$ cat src/rtl/stream_fifo_pkg.sv
`default_nettype none
// ============================================================================
// Module      : stream_fifo_pkg
// Description : Shared constants and elaboration helpers for stream_fifo.
// Revision    : 1.0 - initial release
// ============================================================================

package stream_fifo_pkg;

    localparam int c_DEFAULT_DEPTH = 4;

    function automatic bit is_pow2(input int n);
        return (n > 0) && ((n & (n - 1)) == 0);
    endfunction

endpackage

`default_nettype wire

$ cat src/rtl/stream_fifo_ctrl.sv
`default_nettype none
// ============================================================================
// Module      : stream_fifo_ctrl
// Description : Pointer/occupancy bookkeeping and handshake for stream_fifo.
// Revision    : 1.0 - initial release
// ============================================================================

module stream_fifo_ctrl
    import stream_fifo_pkg::*;
#(
    parameter  int p_depth = c_DEFAULT_DEPTH,
    localparam int c_PTR_W = $clog2(p_depth),
    localparam int c_CNT_W = $clog2(p_depth + 1)
) (
    input  logic               clk,
    input  logic               rst,
    input  logic               enq_val,
    input  logic               deq_rdy,
    input  logic               bypass_take,
    output logic               enq_rdy,
    output logic               deq_val,
    output logic               wr_en,
    output logic [c_PTR_W-1:0] wr_ptr,
    output logic [c_PTR_W-1:0] rd_ptr,
    output logic [c_CNT_W-1:0] count
);

    logic               r_live;
    logic [c_PTR_W-1:0] r_wr_ptr;
    logic [c_PTR_W-1:0] r_rd_ptr;
    logic [c_CNT_W-1:0] r_count;

    logic w_full;
    logic w_empty;
    logic w_rd_en;

    // Holds enq_rdy low during reset and for the cycle in which reset releases.
    always_ff @(posedge clk or negedge rst) begin
        if (!rst) begin
            r_live <= 1'b0;
        end else begin
            r_live <= 1'b1;
        end
    end

    assign w_full  = (r_count == c_CNT_W'(p_depth));
    assign w_empty = (r_count == '0);

    assign enq_rdy = r_live && !w_full;
    assign deq_val = !w_empty;
    assign wr_en   = enq_val && enq_rdy && !bypass_take;
    assign w_rd_en = deq_val && deq_rdy;

    // Depth is a power of two, so natural pointer overflow is the wrap.
    always_ff @(posedge clk or negedge rst) begin
        if (!rst) begin
            r_wr_ptr <= '0;
            r_rd_ptr <= '0;
        end else begin
            if (wr_en) begin
                r_wr_ptr <= r_wr_ptr + c_PTR_W'(1);
            end
            if (w_rd_en) begin
                r_rd_ptr <= r_rd_ptr + c_PTR_W'(1);
            end
        end
    end

    always_ff @(posedge clk or negedge rst) begin
        if (!rst) begin
            r_count <= '0;
        end else begin
            case ({wr_en, w_rd_en})
                2'b10:   r_count <= r_count + c_CNT_W'(1);
                2'b01:   r_count <= r_count - c_CNT_W'(1);
                default: r_count <= r_count;
            endcase
        end
    end

    assign wr_ptr = r_wr_ptr;
    assign rd_ptr = r_rd_ptr;
    assign count  = r_count;

endmodule

`default_nettype wire

$ cat src/rtl/stream_fifo.sv
`default_nettype none
// ============================================================================
// Module      : stream_fifo
// Description : val/rdy message queue with registered storage and
//               combinational read. Optional empty-queue bypass is enabled
//               by defining STREAM_FIFO_BYPASS_EN.
// Revision    : 1.0 - initial release
// ============================================================================

module stream_fifo
    import stream_fifo_pkg::*;
#(
    parameter  type t_msg   = logic [31:0],
    parameter  int  p_depth = c_DEFAULT_DEPTH,
    localparam int  c_PTR_W = $clog2(p_depth),
    localparam int  c_CNT_W = $clog2(p_depth + 1)
) (
    input  logic               clk,
    input  logic               rst,
    input  logic               enq_val,
    output logic               enq_rdy,
    input  t_msg               enq_msg,
    output logic               deq_val,
    input  logic               deq_rdy,
    output t_msg               deq_msg,
    output logic [c_CNT_W-1:0] count
);

    if (!is_pow2(p_depth) || (p_depth < 2)) begin : g_bad_depth
        $error("stream_fifo: p_depth must be a power of two and at least 2");
    end

    t_msg               r_mem [p_depth];

    logic               w_wr_en;
    logic [c_PTR_W-1:0] w_wr_ptr;
    logic [c_PTR_W-1:0] w_rd_ptr;
    logic [c_CNT_W-1:0] w_count;
    logic               w_enq_rdy;
    logic               w_stored_val;
    logic               w_bypass_take;
    t_msg               w_stored_msg;

    stream_fifo_ctrl #(
        .p_depth     (p_depth)
    ) u_ctrl (
        .clk         (clk),
        .rst         (rst),
        .enq_val     (enq_val),
        .deq_rdy     (deq_rdy),
        .bypass_take (w_bypass_take),
        .enq_rdy     (w_enq_rdy),
        .deq_val     (w_stored_val),
        .wr_en       (w_wr_en),
        .wr_ptr      (w_wr_ptr),
        .rd_ptr      (w_rd_ptr),
        .count       (w_count)
    );

    // Storage is deliberately unreset; deq_msg is only meaningful with deq_val.
    always_ff @(posedge clk) begin
        if (w_wr_en) begin
            r_mem[w_wr_ptr] <= enq_msg;
        end
    end

    assign w_stored_msg = r_mem[w_rd_ptr];

`ifdef STREAM_FIFO_BYPASS_EN
    logic w_byp_active;

    // Gated by enq_rdy so nothing leaks through while reset is in effect.
    assign w_byp_active  = (w_count == '0) && w_enq_rdy;
    assign w_bypass_take = w_byp_active && enq_val && deq_rdy;
    assign deq_val       = w_byp_active ? enq_val : w_stored_val;
    assign deq_msg       = w_byp_active ? enq_msg : w_stored_msg;
`else
    assign w_bypass_take = 1'b0;
    assign deq_val       = w_stored_val;
    assign deq_msg       = w_stored_msg;
`endif

    assign enq_rdy = w_enq_rdy;
    assign count   = w_count;

endmodule

`default_nettype wire
$ cat config.mk
export PLATFORM = sky130hd
export DESIGN_NAME = stream_fifo
export DESIGN_NICKNAME = d
export VERILOG_FILES = /design/src/rtl/stream_fifo_pkg.sv /design/src/rtl/stream_fifo_ctrl.sv /design/src/rtl/stream_fifo.sv
export SDC_FILE = /design/constraint.sdc
export NUM_CORES = 1
export LEC_CHECK = 0
export ABC_CLOCK_PERIOD_IN_PS = 4500
export BUFFER_PORTS_ARGS = -buffer_cell sky130_fd_sc_hd__buf_2
export CAP_MARGIN = 20
export CORE_UTILIZATION = 56
export CTS_CLUSTER_DIAMETER = 200
export CTS_CLUSTER_SIZE = 8
export DETAILED_ROUTE_END_ITERATION = 8
export GPL_ROUTABILITY_DRIVEN = 0
export PLACE_DENSITY = 0.88
export SLEW_MARGIN = 20
export SYNTH_ARGS = -nofsm -noshare
export SYNTH_HDL_FRONTEND = slang
export SYNTH_HIERARCHICAL = 1
export SYNTH_SLANG_ARGS = --single-unit
$ cat constraint.sdc
create_clock -name clk -period 4.5 [get_ports clk]
set_input_delay 0.45 -clock clk [delete_from_list [all_inputs] [get_ports clk]]
set_output_delay 0.45 -clock clk [all_outputs]
set_load 0.1 [all_outputs]
==> metrics.cfg <==
[setup_path]
crit_type = register to output port
critPathLaunchType = register
cp.arrival_ns = 2.34
worst_r2r_path_depth = 3
cp-end-kind = output port
cp_max_fo = 34
ff2ff_setup_slack_ns = 2.26
r2r-end = r_mem[1][23]
worstPathRequired_ns = 4.05
r2r-start = u_ctrl/count[2]

[finish]
layout_commonest_cell = edfxtp_1
final_cell_mix = edfxtp_1, buf_2, mux4_2
drive_above_1_share = 0.479
area_delta_synth_final_pct = 21.5
fill_cells = 541
fin_nets = 330

[floorplanning]
chipHeight_um = 97.4
die_w_um = 97.4
ios = 73
core_um2 = 8760
rows = 34
die-area_um2 = 9480
start_util = 0.581

[clock_tree]
clock-sinks = 136
worstSkewPairLatency_ns = 0.51
cts-root-buf = clkbuf_8
clk_pin_slew_ns = 0.06
cts_setup_buffers = 0
ctsResizeCount = 0
cts_made_buffers = 17
ctsHoldBuffers = 1
cts_tree = built
cts_buffer_depth = 2
htree_num_levels = 4

[synthesis]
synth.top_cell.area_share = 0.755
synth_area_leader_cell = edfxtp_1
syn_area_um2 = 5090
synth_seq_area_share = 0.794
synth_area_leaders = edfxtp_1, mux4_2, dfrtp_1
postSynthAreaPerCell_um2 = 25.0
syn_inst = 204
synth_warnings = 6
synth-seq-cells = 136
synthDistinctLibCells = 25

[drt]
vias = 2332
ant_nets = 0
dr.pass1.iters = 4
wirelength_um = 8860
routed_via_density = 5.63
drt_iter0_drc = 91
routedWlPerCell_um = 21.4
drc = 0

[placement]
dp_hpwl_um = 4860
numPortBuffers = 72

[worst_hold_path]
hold_path_depth = 1
holdPathEnd = r_mem[1][27]
hp-start = enq_msg[27]
hp-class = input port to register

[status]
outcome = finished clean

[timing]
relSlewSlack = 0.434
worst_pin_slew_ns = 0.849
period_needed_ns = 2.79
rsz0062_at_grt = false
slew_viol_final = 0
worst_clock_skew_ns = 0.00584
final_hold_viol_count = 0
fmax_ghz = 0.358
setup_violations = 0
tns_ns = 0
fin_crit_sh = 0.621

[grt]
grt_pass1_wl_um = 13500
antenna_found_initial = 1
track_usage = 0.202
grt_max_degree = 35
grt_pass1_vias = 2402
overflow = 0

[flow_run]
max-cap-violations = 0

## synthesized netlist by cell type
cell type / number
edfxtp_1: 128
and2b_2: 1
buf_6: 1
o31a_2: 1
nor3b_2: 1
and3_1: 1
nand2_1: 2
dfrtp_1: 8
nor3_2: 1
xor2_1: 5
mux4_1: 2
xnor2_1: 2
conb_1: 2
nor4b_2: 1
inv_1: 4
fa_1: 1
buf_2: 3
ha_1: 1
nor3b_1: 1
mux2i_1: 1
nor2_1: 1
mux4_2: 30
and3b_1: 2
or3_2: 1
buf_12: 3
## registers in the layout, indices dropped and copies added, names as in the netlist
name and count:
u_ctrl/wr_ptr 2, r_mem 128, u_ctrl/r_live 1, u_ctrl/rd_ptr 2
u_ctrl/count 3
## how the worst max path moves through the flow
stage	startpoint	endpoint	slack (ns)	cells after the start
6_report	u_ctrl/rd_ptr[0]	deq_msg[31]	1.71	2
5_1_grt	u_ctrl/rd_ptr[0]	deq_msg[31]	1.58	2
4_1_cts	u_ctrl/rd_ptr[0]	deq_msg[31]	1.63	2
3_5_place_dp	u_ctrl/rd_ptr[0]	deq_msg[31]	2.20	2
3_3_place_gp	u_ctrl/rd_ptr[0]	deq_msg[0]	1.92	2
2_1_floorplan	u_ctrl/count[0]	r_mem[0][0]	0.15	3
## cells by family (layout without fill, tap and decap cells)
family	Yosys count	in the layout	share of synthesized area
compound gates	1	1	0.00197
xor+xnor	7	7	0.0120
other cells	2	4	0.00148
simple gates	12	12	0.0189
fa+ha+maj	2	2	0.00639
mux	33	33	0.145
flops	136	136	0.794
buf+inv	11	111	0.0199
## per-layer routing
layer	global-route usage	routed length, µm
met4	0.0747	83
met1	0.263	3750
met2	0.319	4510
met3	0.0705	516
met5	0	0
## per-stage QoR
stage	hold slack, ns	util	cell area [µm²]	setup slack [ns]	cells
floorplan	0.154	-	5090	0.146	205
global placement	0.298	0.631	5530	1.92	380
detailed placement	0.302	0.631	5530	2.20	380
CTS	0.130	0.705	6180	1.63	413
global route	0.133	0.705	6180	1.58	413
finish	0.154	0.706	6180	1.71	414
## cell type report
cell class,count,area [µm²],area share
Sequential cell,136,4050,0.654
Tap cell,108,135,0.0218
Timing Repair Buffer,75,385,0.0623
Multi-Input combinational cell,58,958,0.155
Inverter,4,15.0,0.00243
Clock inverter,15,226,0.0366
Clock buffer,17,414,0.0670
Antenna cell,1,2.50,0.000405
## worst max-delay path, cell delays in order (launching register included)
cell and delay, ns:
dfrtp_4 0.85, mux4_1 0.66, buf_2 0.31
Power is left out: the tool's default activity adds up to more than one toggle a clock period on the data nets, which glitch-free logic cannot reach.
